[config.mk]
export PLATFORM = sky130hd
export DESIGN_NAME = fifo_wr_arbiter
export DESIGN_NICKNAME = d
export VERILOG_FILES = /design/src/rtl/fifo_wr_arbiter.sv
export SDC_FILE = /design/constraint.sdc
export NUM_CORES = 1
export LEC_CHECK = 0
export ABC_AREA = 1
export BUFFER_PORTS_ARGS = -buffer_cell sky130_fd_sc_hd__buf_2
export CORE_MARGIN = 1.5
export CORE_UTILIZATION = 48
export CTS_CLUSTER_SIZE = 28
export DETAILED_ROUTE_END_ITERATION = 10
export GPL_TIMING_DRIVEN = 1
export PLACE_DENSITY = 0.81
export SLEW_MARGIN = 25
export SYNTH_ARGS = -nofsm -noshare
export SYNTH_HDL_FRONTEND = slang
export SYNTH_SLANG_ARGS = --single-unit
[constraint.sdc]
create_clock -name w_clk -period 2.5 [get_ports w_clk]
set_clock_uncertainty 0.1 [all_clocks]
set_input_delay 0.375 -clock w_clk [delete_from_list [all_inputs] [get_ports w_clk]]
set_output_delay 0.375 -clock w_clk [all_outputs]
set_load 0.01 [all_outputs]
[src/rtl/fifo_wr_arbiter.sv]
// Round-robin arbiter sharing the single async-FIFO write port among NUM_REQ w_clk-domain requesters.
// Define ARB_SRC_TAG_EN to prefix every FIFO word with the granted requester index.
module fifo_wr_arbiter #(
  parameter int NUM_REQ   = 4,
  parameter int DATA_W    = 8,
  parameter int MAX_BURST = 4,
  parameter int ID_W      = (NUM_REQ > 1) ? $clog2(NUM_REQ) : 1
) (
  input  logic                      w_clk,
  input  logic                      wrst,
  input  logic [NUM_REQ-1:0]        req_valid,
  input  logic [NUM_REQ*DATA_W-1:0] req_data,
  output logic [NUM_REQ-1:0]        req_ready,
  input  logic                      fifo_full,
  output logic                      fifo_wr_req,
`ifdef ARB_SRC_TAG_EN
  output logic [DATA_W+ID_W-1:0]    fifo_data_in,
`else
  output logic [DATA_W-1:0]         fifo_data_in,
`endif
  output logic [ID_W-1:0]           grant_id,
  output logic                      busy
);

  localparam logic [0:0] IDLE  = 1'b0;
  localparam logic [0:0] GRANT = 1'b1;
  localparam int         CW    = ID_W + 1;

  logic [0:0]      state_r;
  logic [ID_W-1:0] rr_ptr_r;
  logic [3:0]      beat_cnt_r;

  logic            pick_found_s;
  logic [ID_W-1:0] pick_id_s;
  logic [CW-1:0]   cand_s;
  logic            g_valid_s;
  logic [DATA_W-1:0] g_data_s;
  logic            wr_s;
  logic            last_beat_s;
  logic [ID_W-1:0] next_ptr_s;

  // Round-robin search: first valid requester at or above rr_ptr, wrapping.
  always_comb begin
    pick_found_s = 1'b0;
    pick_id_s    = '0;
    cand_s       = '0;
    for (int k = 0; k < NUM_REQ; k++) begin
      cand_s = CW'(rr_ptr_r) + CW'(k);
      if (cand_s >= CW'(NUM_REQ)) begin
        cand_s = cand_s - CW'(NUM_REQ);
      end else begin
        cand_s = cand_s;
      end
      if (!pick_found_s && req_valid[cand_s[ID_W-1:0]]) begin
        pick_found_s = 1'b1;
        pick_id_s    = cand_s[ID_W-1:0];
      end else begin
        pick_found_s = pick_found_s;
      end
    end
  end

  // Write path: only the granted requester sees ready, every write is gated by fifo_full.
  always_comb begin
    g_valid_s   = req_valid[grant_id];
    g_data_s    = req_data[int'(grant_id)*DATA_W +: DATA_W];
    wr_s        = busy & g_valid_s & ~fifo_full;
    last_beat_s = (beat_cnt_r == 4'(MAX_BURST - 1));
    fifo_wr_req = wr_s;
    req_ready   = '0;
    if (state_r == GRANT) begin
      req_ready[grant_id] = ~fifo_full;
    end else begin
      req_ready = '0;
    end
    if (grant_id == ID_W'(NUM_REQ - 1)) begin
      next_ptr_s = '0;
    end else begin
      next_ptr_s = grant_id + ID_W'(1);
    end
    if (busy) begin
`ifdef ARB_SRC_TAG_EN
      fifo_data_in = {grant_id, g_data_s};
`else
      fifo_data_in = g_data_s;
`endif
    end else begin
      fifo_data_in = '0;
    end
  end

  assign busy = (state_r == GRANT);

  // Arbitration FSM: one IDLE cycle to pick, then hold the grant for up to MAX_BURST beats.
  always_ff @(posedge w_clk or negedge wrst) begin
    if (!wrst) begin
      state_r    <= IDLE;
      rr_ptr_r   <= '0;
      beat_cnt_r <= 4'd0;
      grant_id   <= '0;
    end else begin
      case (state_r)
        IDLE: begin
          if (pick_found_s) begin
            grant_id   <= pick_id_s;
            beat_cnt_r <= 4'd0;
            state_r    <= GRANT;
          end else begin
            state_r <= IDLE;
          end
        end
        GRANT: begin
          // A dropped valid ends the burst even if it coincides with the last beat.
          if (!g_valid_s) begin
            state_r  <= IDLE;
            rr_ptr_r <= next_ptr_s;
          end else if (wr_s) begin
            beat_cnt_r <= beat_cnt_r + 4'd1;
            if (last_beat_s) begin
              state_r  <= IDLE;
              rr_ptr_r <= next_ptr_s;
            end else begin
              state_r <= GRANT;
            end
          end else begin
            state_r <= GRANT;
          end
        end
        default: begin
          state_r <= IDLE;
        end
      endcase
    end
  end

endmodule

==> run_results.csv, run 1 <==
group,metric,value,unit
global_route,grt_max_degree,23,
global_route,grt_pass1_wl,4.79,mm
logic_synthesis,synth.ff_latch_count,9,
logic_synthesis,synthMuxAreaShare,0,
floorplanning,die_x,49.3,µm
worst_setup_path,required,2.03,ns
worst_setup_path,path_max_fanout,21,
logic_synthesis,syn_avg_cell_area,5.68,µm²
run,cap_violations,0,
worst_setup_path,critPathSlowestCell,"dfrtp_1",
clocking,clk_transition_reported_paths,0.06,ns
timing,setup_ws,0.389,ns
logic_synthesis,synthAdderAreaFrac,0.0608,
worst_setup_path,cpMostUsedCell,"nand2_1",
logic_synthesis,synth-compound-area-share,0.168,
placed_design,dp_hpwl,2.24,mm
global_route,antenna_found_initial,0,
logic_synthesis,syn-num-nets,225,
worst_setup_path,path_class,"reg2out",
logic_synthesis,yosysTopAreaCellShare,0.219,
timing,slew_violations,0,
global_route,busiest_layer,"met2",
global_route,use_met2,0.399,
global_route,use_met3,0.0276,
power_and_ir_drop,p_leak,0.000774,µW
clocking,cts_tree,"done",
detailed_routing,drtIter0Drc,34,
floorplanning,initial_core_util,0.519,
clocking,htreeDepth,1,
worst_setup_path,r2r_slack,0.71,ns
timing,setup_viol_count_final,0,
logic_synthesis,synth.cell_area,0.00103,mm²
logic_synthesis,synth-simple-area-share,0.428,
timing,slew_headroom,0.673,
cells_and_area,fillers,203,
floorplanning,pin_count,55,
global_route,first_global_vias,1176,
placed_design,placedCellCount,257,
detailed_routing,via_per_inst,4.93,
detailed_routing,drt-pass1-iter-count,4,
floorplanning,die_h,49.3,µm
timing,worstMarginPinSlew,0.489,ns
timing,hold_viol_final,0,
power_and_ir_drop,seqPwrFrac,0.194,
clocking,postCtsSetupBuffers,0,
clocking,clk_latency,0.26,ns
cells_and_area,synthToLayoutAreaGrowth,30.4,%
timing,fin_tns_setup,0,ns
logic_synthesis,synth_top_family_by_area,"simple AND/OR/NAND/NOR gates",
worst_setup_path,arrival,1.64,ns
global_route,gr-total-overflow,0,
worst_setup_path,crit_family,"buffers and inverters",
worst_setup_path,start_kind,"flip-flop",
worst_setup_path,crit-reg2reg-launch,"rr_ptr_r[0]",
clocking,numCtsBuffers,3,
cells_and_area,drive_above_1_share,0.285,
power_and_ir_drop,p_per_area,1120,mW/mm²
placed_design,pre_cts_ws,0.676,ns
placed_design,gp_congestion,0.938,
worst_setup_path,cp_slowest_stage_delay,0.38,ns
cells_and_area,fin_nets,280,
detailed_routing,drt_wl_total,2.77,mm
timing,fmax,474,MHz
power_and_ir_drop,p_int,666,µW
worst_setup_path,r2r_cells,10,
worst_setup_path,crit_chain,"inv_1 > nand2_1 > nand3_1 > nand2_1 > nor2_2 > buf_2",
placed_design,portBuffers,54,
logic_synthesis,synth_xor_area_frac,0.0170,
logic_synthesis,ys.warnings.count,0,
detailed_routing,wl_per_cell,10.6,µm
clocking,cts_root_buf,"clkbuf_4",
cells_and_area,final_cells,262,
hold_path,hold_class,"in2async",
logic_synthesis,synth_seq_area_share,0.219,
detailed_routing,drc_errors,0,
logic_synthesis,synthCells,181,
power_and_ir_drop,power.share.switching,0.555,
clocking,cts.sinks,9,
power_and_ir_drop,peakVddDrop,0.779,mV
detailed_routing,vias,1291,
global_route,use_met1,0.325,
clocking,cts_buffer_depth,2,
power_and_ir_drop,netSwitchingPower,832,µW
power_and_ir_drop,combPwrFrac,0.734,
logic_synthesis,synth.area.top_cells,"dfrtp_1 (22%), nand2_1 (16%), nor2_1 (16%)",
power_and_ir_drop,power_frac_clock,0.071,
worst_setup_path,end_kind,"output pin",
floorplanning,num_rows,16,
outcome,outcome,"completed",
timing,rsz0062_at_grt,"false",
floorplanning,die_area,0.00243,mm²
global_route,grt.total_usage,0.245,
worst_setup_path,path_buf_inv,2,
timing,finalCritPeriodShare,0.844,
cells_and_area,fin_util,0.677,
logic_synthesis,synth_cell_type_count,22,
detailed_routing,route.antenna.remaining_nets,0,
floorplanning,core,0.00198,mm²
worst_setup_path,r2r_end,"grant_id[0]",
cells_and_area,num_antenna_cells,0,
timing,fin_crit,2.11,ns
logic_synthesis,synth_top_area_cell,"dfrtp_1",
## registers in the layout, summed over array words and instances (netlist names)
| register | flops |
|---|---|
| beat_cnt_r | 4 |
| rr_ptr_r | 2 |
| busy | 1 |
| grant_id | 2 |
## layout make-up
type	count	area (µm²)	share of cell area
Inverter	20	75.1	0.0560
Clock buffer	4	26.3	0.0196
Multi-Input combinational cell	146	693	0.517
Timing Repair Buffer	56	288	0.215
Tap cell	27	33.8	0.0252
Sequential cell	9	225	0.168
## cell usage after synthesis
| cell type | n |
|---|---|
| nand2_1 | 43 |
| nor2_1 | 43 |
| o21ai_0 | 22 |
| inv_1 | 17 |
| nand3_1 | 12 |
| a21oi_1 | 9 |
| dfrtp_1 | 9 |
| ha_1 | 5 |
| buf_2 | 4 |
| inv_2 | 3 |
| nand2_2 | 2 |
| o21ai_1 | 2 |
| and3_1 | 1 |
| buf_6 | 1 |
| clkbuf_1 | 1 |
| nand2_4 | 1 |
| nand3_2 | 1 |
| nor2_2 | 1 |
| nor2_4 | 1 |
| o21a_1 | 1 |
| xnor2_1 | 1 |
| xor2_1 | 1 |
## worst max-delay path by stage
stage                      from               to  cells past startpoint
floorplan           grant_id[0]     req_ready[0]                      6
global placement    grant_id[1]      fifo_wr_req                      5
detailed placement  grant_id[0]      fifo_wr_req                      6
CTS                 grant_id[0]      fifo_wr_req                      6
global route        grant_id[1]  fifo_data_in[2]                      5
finish              grant_id[0]      fifo_wr_req                      6
## routing by layer
metal | up-vias | wire (µm)
li1 | 676 | -
met1 | 569 | 1250
met5 | - | 0
met4 | 0 | 34
met3 | 4 | 144
met2 | 42 | 1330
## through the flow
stage	hold WS [ns]	power, µW	instance area (µm²)
3_3_place_gp	0.129	1360	1310
6_report	0.391	1500	1340
2_1_floorplan	-0.0206	1100	1030
5_1_grt	0.382	1710	1340
4_1_cts	0.382	1510	1340
3_5_place_dp	0.131	1400	1310
## repair_timing
item | CTS | global route
hold endpoints to repair | 9 | 0
gates resized for setup | 0 | 0
hold buffers | 1 | 0
## power groups by stage
stage          logic (µW)  registers (µW)  clock network [µW]
2_1_floorplan         839             262                   0
3_3_place_gp         1080             287                   0
3_5_place_dp         1100             293                   0
4_1_cts              1110             291                 112
5_1_grt              1270             304                 129
6_report             1100             291                 107
## logic make-up after synthesis
group	Yosys count
AO/OA/AOI/OAI	34
XOR/XNOR	2
adder cells (fa/ha/maj)	5
buffers and inverters	26
flip-flops	9
AND/OR/NAND/NOR	105
## placed cells by master, fill, tap and decap left out
cell type	synthesis	layout
a21oi_1	9	9
and3_1	1	1
buf_2	4	54
buf_4	0	1
clkbuf_1	1	1
clkbuf_4	0	3
dfrtp_1	9	9
dlygate4sd3_1	0	1
ha_1	5	5
inv_1	17	17
inv_2	3	3
nand2_1	43	43
nand2_2	2	2
nand2_4	1	1
nand3_1	12	12
nand3_2	1	1
nor2_1	43	43
nor2_2	1	1
nor2_4	1	1
o21a_1	1	1
o21ai_0	22	22
o21ai_1	2	2
xnor2_1	1	1
xor2_1	1	1
No activity file was read; power rests on OpenSTA's default activity.
==> run 2, diff against run 1 <==
Settings changed: CORE_UTILIZATION 48 to 45, PLACE_DENSITY 0.81 to 0.76.
Clock period 2.5 ns to 2 ns, I/O delays scaled along.
==> run 2 against run 1 <==
Compared with the run above: sequential cell count is the same; sequential share of layout area fell by 0.14 points; setup slack worse by 0.22 ns; critical path depth fell by 1; critical endpoint unchanged.
==> run_results.csv, run 2 (synthesis gave the netlist of run 1 again) <==
group,metric,value,unit
global_route,grt_pass1_wl,4.49,mm
floorplanning,num_rows,17,
cells_and_area,num_antenna_cells,0,
worst_setup_path,r2r_slack,0.29,ns
clocking,clk_latency,0.25,ns
detailed_routing,drc_errors,0,
placed_design,portBuffers,54,
worst_setup_path,critPathSlowestCell,"dfrtp_2",
global_route,gr-total-overflow,0,
detailed_routing,drt_wl_total,2.73,mm
clocking,cts.sinks,9,
clocking,cts_root_buf,"clkbuf_4",
cells_and_area,fin_util,0.624,
timing,finalCritPeriodShare,0.917,
detailed_routing,vias,1249,
cells_and_area,final_cell_mix,"buf_2 (54), nor2_1 (43), nand2_1 (43)",
floorplanning,initial_core_util,0.469,
clocking,cts_tree,"done",
cells_and_area,reg_top3,"beat_cnt_r: 4 flops, grant_id: 2 flops, rr_ptr_r: 2 flops",
timing,setup_viol_count_final,0,
global_route,grt.total_usage,0.223,
worst_setup_path,required,1.60,ns
detailed_routing,drt-pass1-iter-count,4,
cells_and_area,largest_reg_flops,4,
timing,slew_violations,0,
worst_setup_path,path_buf_inv,2,
detailed_routing,wl_per_cell,10.3,µm
worst_setup_path,path_class,"reg2out",
hold_path,hold_class,"in2async",
worst_setup_path,start_kind,"flip-flop",
cells_and_area,multi_input_area,693,µm²
clocking,numCtsBuffers,3,
detailed_routing,route.antenna.remaining_nets,0,
placed_design,gp_congestion,0.883,
power_and_ir_drop,p_leak,0.000785,µW
timing,fin_tns_setup,0,ns
floorplanning,die_h,50.8,µm
worst_setup_path,r2r_cells,10,
placed_design,pre_cts_ws,0.233,ns
worst_setup_path,cp_slowest_stage_delay,0.46,ns
cells_and_area,fin_nets,283,
worst_setup_path,crit_family,"flip-flops",
timing,hold_viol_final,0,
power_and_ir_drop,peakVddDrop,0.986,mV
timing,slew_headroom,0.779,
global_route,first_global_vias,1042,
global_route,antenna_found_initial,0,
worst_setup_path,end_kind,"output pin",
timing,worstMarginPinSlew,0.329,ns
cells_and_area,regMostFlops,"beat_cnt_r",
floorplanning,pin_count,55,
timing,fmax,545,MHz
worst_setup_path,r2r_end,"grant_id[1]",
clocking,clk_transition_reported_paths,0.06,ns
worst_setup_path,arrival,1.43,ns
cells_and_area,synthToLayoutAreaGrowth,33.0,%
power_and_ir_drop,p_per_area,1410,mW/mm²
worst_setup_path,path_max_fanout,8,
placed_design,dp_hpwl,2.14,mm
cells_and_area,seqCellArea,228,µm²
cells_and_area,final_common_cell,"buf_2",
cells_and_area,drive_above_1_share,0.307,
outcome,outcome,"completed",
timing,rsz0062_at_grt,"false",
worst_setup_path,crit_chain,"buf_4 > nand3_1 > nand2_1 > nor2_2 > buf_2",
detailed_routing,via_per_inst,4.70,
timing,fin_crit,1.83,ns
worst_setup_path,crit-reg2reg-launch,"rr_ptr_r[0]",
clocking,cts_buffer_depth,2,
cells_and_area,fillers,231,
global_route,grt_max_degree,16,
floorplanning,core,0.00219,mm²
detailed_routing,drtIter0Drc,10,
run,cap_violations,0,
timing,setup_ws,0.165,ns
clocking,htreeDepth,1,
floorplanning,die_area,0.00258,mm²
floorplanning,die_x,50.8,µm
-- run 2: cell count changes in the layout (fill, tap and decap cells not counted), sizes merged --
cell	delta
buf	+3
-- run 2: power by group --
part | internal [µW] | switching (µW)
Sequential | 254 | 97.0
Clock | 76.9 | 63.3
Combinational | 544 | 894
Total | 874 | 1050
-- run 2: repair_timing --
action	CTS	global route
gates resized for setup	0	3
buffers inserted	0	0
endpoints found under the setup margin	0	4
hold endpoints to repair	9	0
hold buffers	1	0
-- run 2: how the worst max path moves through the flow --
stage	start	endpoint	slack (ns)	cells past startpoint
after floorplan	grant_id[0]	req_ready[0]	0.29	6
after global placement	rr_ptr_r[0]	grant_id[0]	0.31	11
after detailed placement	rr_ptr_r[0]	grant_id[1]	0.23	11
after CTS	grant_id[1]	fifo_wr_req	0.1	5
after global routing	grant_id[1]	fifo_wr_req	0.03	5
final	grant_id[1]	fifo_wr_req	0.17	5
-- run 2: metrics by stage --
step | hold slack (ns) | power [µW] | cell area (µm²) | cells
finish | 0.328 | 1930 | 1370 | 266
detailed placement | 0.0630 | 1780 | 1330 | 261
global route | 0.349 | 2180 | 1370 | 266
floorplan | -0.0956 | 1380 | 1030 | 181
CTS | 0.319 | 1930 | 1370 | 266
global placement | 0.0630 | 1780 | 1330 | 261
-- run 2: layer usage --
| metal | track usage | up-vias | wire length (µm) |
|---|---|---|---|
| met5 | 0 | - | 0 |
| met4 | 0.0270 | 0 | 8 |
| met3 | 0.0357 | 2 | 137 |
| met2 | 0.368 | 33 | 1220 |
| met1 | 0.313 | 529 | 1360 |
| li1 | - | 685 | - |
-- run 2: worst reg2reg max path, stage by stage, from the launching register on --
cell,delay [ns]
dfrtp_2,0.48
inv_1,0.19
nand2_1,0.07
nand3_1,0.12
nand2_2,0.10
nor2_4,0.15
nand3_2,0.11
nand2_4,0.11
inv_2,0.05
nand2_1,0.06
nand2_1,0.05
-- run 2: area by class of cell --
cell class / instances / area share
tap: 28 / 0.0256
inverter: 20 / 0.0549
clock buffer: 4 / 0.0192
timing repair buffer: 59 / 0.227
multi-input combinational: 146 / 0.507
sequential: 9 / 0.167
==> run 3, diff against run 2 <==
--- a/config.mk
+++ b/config.mk
@@ -7,6 +7,6 @@
 export LEC_CHECK = 0
-export ABC_AREA = 1
+export ABC_AREA = 0
 export BUFFER_PORTS_ARGS = -buffer_cell sky130_fd_sc_hd__buf_2
 export CORE_MARGIN = 1.5
-export CORE_UTILIZATION = 45
+export CORE_UTILIZATION = 43
 export CTS_CLUSTER_SIZE = 28
--- a/constraint.sdc
+++ b/constraint.sdc
@@ -4,2 +4,2 @@
 set_output_delay 0.3 -clock w_clk [all_outputs]
-set_load 0.01 [all_outputs]
+set_load 0.05 [all_outputs]
==> run 3 against run 2 <==
Compared with the run above: the flow now finishes with violations (negative setup slack); first-iteration DRC count increased to 3.0 times the previous value; non-clock buffer count up 3; utilization increased by 12 points; final cell count is 33% lower; synthesized cell count decreased by 51%; power rose by 29%; design area up 7.4%; critical path type unchanged.
==> run_results.csv, run 3 <==
group,metric,value,unit
outcome,outcome,"finished with violations",
outcome,violations,"negative setup slack",
clocking,cts.sinks,9,
logic_synthesis,synth_xor_area_frac,0.00966,
placed_design,placed_area,0.00122,mm²
timing,fin_crit,2.04,ns
cells_and_area,post-route-cell-area,0.00147,mm²
power_and_ir_drop,p_leak,0.000704,µW
detailed_routing,route.antenna.remaining_nets,0,
logic_synthesis,synth_cell_type_count,32,
floorplanning,initial_core_util,0.458,
cells_and_area,reg_top3,"beat_cnt_r: 4 flops, grant_id: 2 flops, rr_ptr_r: 2 flops",
logic_synthesis,synth_common_cells,"and2_1 (13), dfrtp_1 (9), mux4_2 (8), inv_1 (6)",
timing,setup_viol_count_final,9,
worst_setup_path,path_class,"reg2out",
worst_setup_path,crit_chain,"buf_6 > mux4_2 > and2_4 > buf_8",
detailed_routing,drt_wl_total,2.72,mm
timing,slew_violations,0,
floorplanning,num_rows,16,
timing,worstMarginPinSlew,0.367,ns
global_route,grt_max_degree,17,
timing,finalCritPeriodShare,1.02,
logic_synthesis,yosysTopAreaCellShare,0.248,
power_and_ir_drop,peakVddDrop,0.899,mV
logic_synthesis,synth_top_family_by_area,"multiplexers",
detailed_routing,via_per_inst,5.42,
logic_synthesis,synth.cell_area,907,µm²
floorplanning,core,0.00198,mm²
global_route,grt.total_usage,0.222,
cells_and_area,largest_reg_flops,4,
floorplanning,die_x,48.9,µm
global_route,grt_pass1_wl,4.13,mm
detailed_routing,drc_errors,0,
detailed_routing,wl_per_cell,15.3,µm
logic_synthesis,synth-compound-area-share,0.121,
global_route,gr-total-overflow,0,
placed_design,dp_hpwl,1.90,mm
logic_synthesis,ys.warnings.count,0,
cells_and_area,num_antenna_cells,0,
timing,setup_ws,-0.0424,ns
logic_synthesis,syn-num-nets,132,
floorplanning,die_h,48.9,µm
logic_synthesis,syn_avg_cell_area,10.3,µm²
worst_setup_path,path_max_fanout,5,
clocking,cts_buffer_depth,2,
clocking,numCtsBuffers,3,
clocking,cts_tree,"done",
clocking,clk_transition_reported_paths,0.06,ns
worst_setup_path,critPathSlowestCell,"mux4_2",
logic_synthesis,synth-async-reset-ratio,1.00,
logic_synthesis,synth.ff_latch_count,9,
detailed_routing,drt-pass1-iter-count,4,
worst_setup_path,required,1.60,ns
timing,hold_slack,0.328,ns
global_route,antenna_found_initial,0,
logic_synthesis,synth_top_area_cell,"dfrtp_1",
timing,slew_headroom,0.752,
worst_setup_path,arrival,1.64,ns
detailed_routing,drtIter0Drc,30,
timing,rsz0062_at_grt,"true",
placed_design,gp_congestion,0.814,
power_and_ir_drop,p_per_area,1690,mW/mm²
clocking,clk_latency,0.26,ns
logic_synthesis,synth_enable_flop_cells,0,
run,cap_violations,0,
floorplanning,die_area,0.00239,mm²
logic_synthesis,synth-simple-area-share,0.197,
worst_setup_path,start_kind,"flip-flop",
logic_synthesis,synth_ff_type,"dfrtp_1",
worst_setup_path,end_kind,"output pin",
cells_and_area,final_common_cell,"buf_2",
timing,fmax,490,MHz
logic_synthesis,yosysMostFrequentCell,"and2_1",
clocking,cts_root_buf,"clkbuf_4",
worst_setup_path,path_buf_inv,2,
floorplanning,pin_count,55,
clocking,htreeDepth,1,
cells_and_area,synthToLayoutAreaGrowth,61.9,%
timing,hold_viol_final,0,
cells_and_area,final_cell_mix,"buf_2 (41), and2_4 (10), buf_8 (10)",
logic_synthesis,synth_seq_area_share,0.248,
detailed_routing,vias,965,
cells_and_area,fin_nets,196,
logic_synthesis,synth.area.top_cells,"dfrtp_1 (25%), mux4_2 (20%), and2_1 (9.0%)",
cells_and_area,drive_above_1_share,0.623,
placed_design,portBuffers,54,
worst_setup_path,cp_slowest_stage_delay,0.51,ns
cells_and_area,regMostFlops,"beat_cnt_r",
hold_path,hold_class,"in2async",
logic_synthesis,synthAdderAreaFrac,0.0690,
logic_synthesis,synthCells,88,
global_route,first_global_vias,916,
logic_synthesis,synthMuxAreaShare,0.312,
worst_setup_path,crit_family,"multiplexers",
-- run 3: timing repair --
item                                    in CTS  in global routing
pin swaps                                    8                  0
buffers inserted                             3                  2
endpoints found under the hold margin        9                  0
hold buffers                                 1                  0
endpoints found under the setup margin       9                 13
gates resized for setup                     39                 17
-- run 3: metal layers --
| layer | track usage | vias up | part of all wire |
|---|---|---|---|
| met5 | 0 | - | 0 |
| met4 | 0.0286 | 0 | 0.013 |
| met3 | 0.0583 | 4 | 0.088 |
| met2 | 0.400 | 56 | 0.49 |
| met1 | 0.272 | 455 | 0.41 |
| li1 | - | 450 | - |
-- run 3: layout make-up --
type | instances | area (µm²)
Inverter | 6 | 25.0
Multi-Input combinational cell | 70 | 686
Clock buffer | 4 | 26.3
Tap cell | 27 | 33.8
Sequential cell | 9 | 230
Timing Repair Buffer | 62 | 468
Fill cell | 140 | 513
-- run 3: kinds of logic (layout without fill, tap and decap cells) --
| logic type | after synthesis | in the layout |
|---|---|---|
| and+or+nand+nor | 33 | 33 |
| muxes | 15 | 15 |
| xor gates and xnor gates | 1 | 1 |
| adders and majority gates | 5 | 5 |
| buffers and inverters | 9 | 72 |
| DFF | 9 | 9 |
| AOI/OAI and AO/OA | 16 | 16 |
-- run 3: final timing paths --
path / startpoint / end / slack, ns / cells after the start
max: grant_id[0] / fifo_data_in[6] / -0.04 / 4
max in group asynchronous: wrst / grant_id[0] / 1.26 / 2
min reg2reg: beat_cnt_r[3] / beat_cnt_r[3] / 0.39 / 1
min: wrst / grant_id[0] / 0.33 / 2
max reg2reg: grant_id[0] / rr_ptr_r[1] / 0.10 / 5
min in group w_clk: req_valid[0] / grant_id[0] / 0.36 / 4
-- run 3: metrics by stage --
step	utilization	cells	total power [µW]	setup slack, ns	TNS [ns]
after floorplan	-	88	1550	0.0284	0
after global placement	0.617	168	1810	0.128	0
after detailed placement	0.617	168	1850	0.102	0
after CTS	0.708	176	2380	-0.0107	-0.0262
after global routing	0.741	178	2630	-0.0836	-0.596
final	0.741	178	2490	-0.0424	-0.178
-- run 3: report_power, final --
part | internal [µW] | switching, µW | leakage [µW] | total, µW
Clock | 76.8 | 62.9 | 0.0000150 | 140
Sequential | 262 | 121 | 0.000111 | 383
Combinational | 940 | 1020 | 0.000578 | 1960
Total | 1280 | 1210 | 0.000704 | 2490
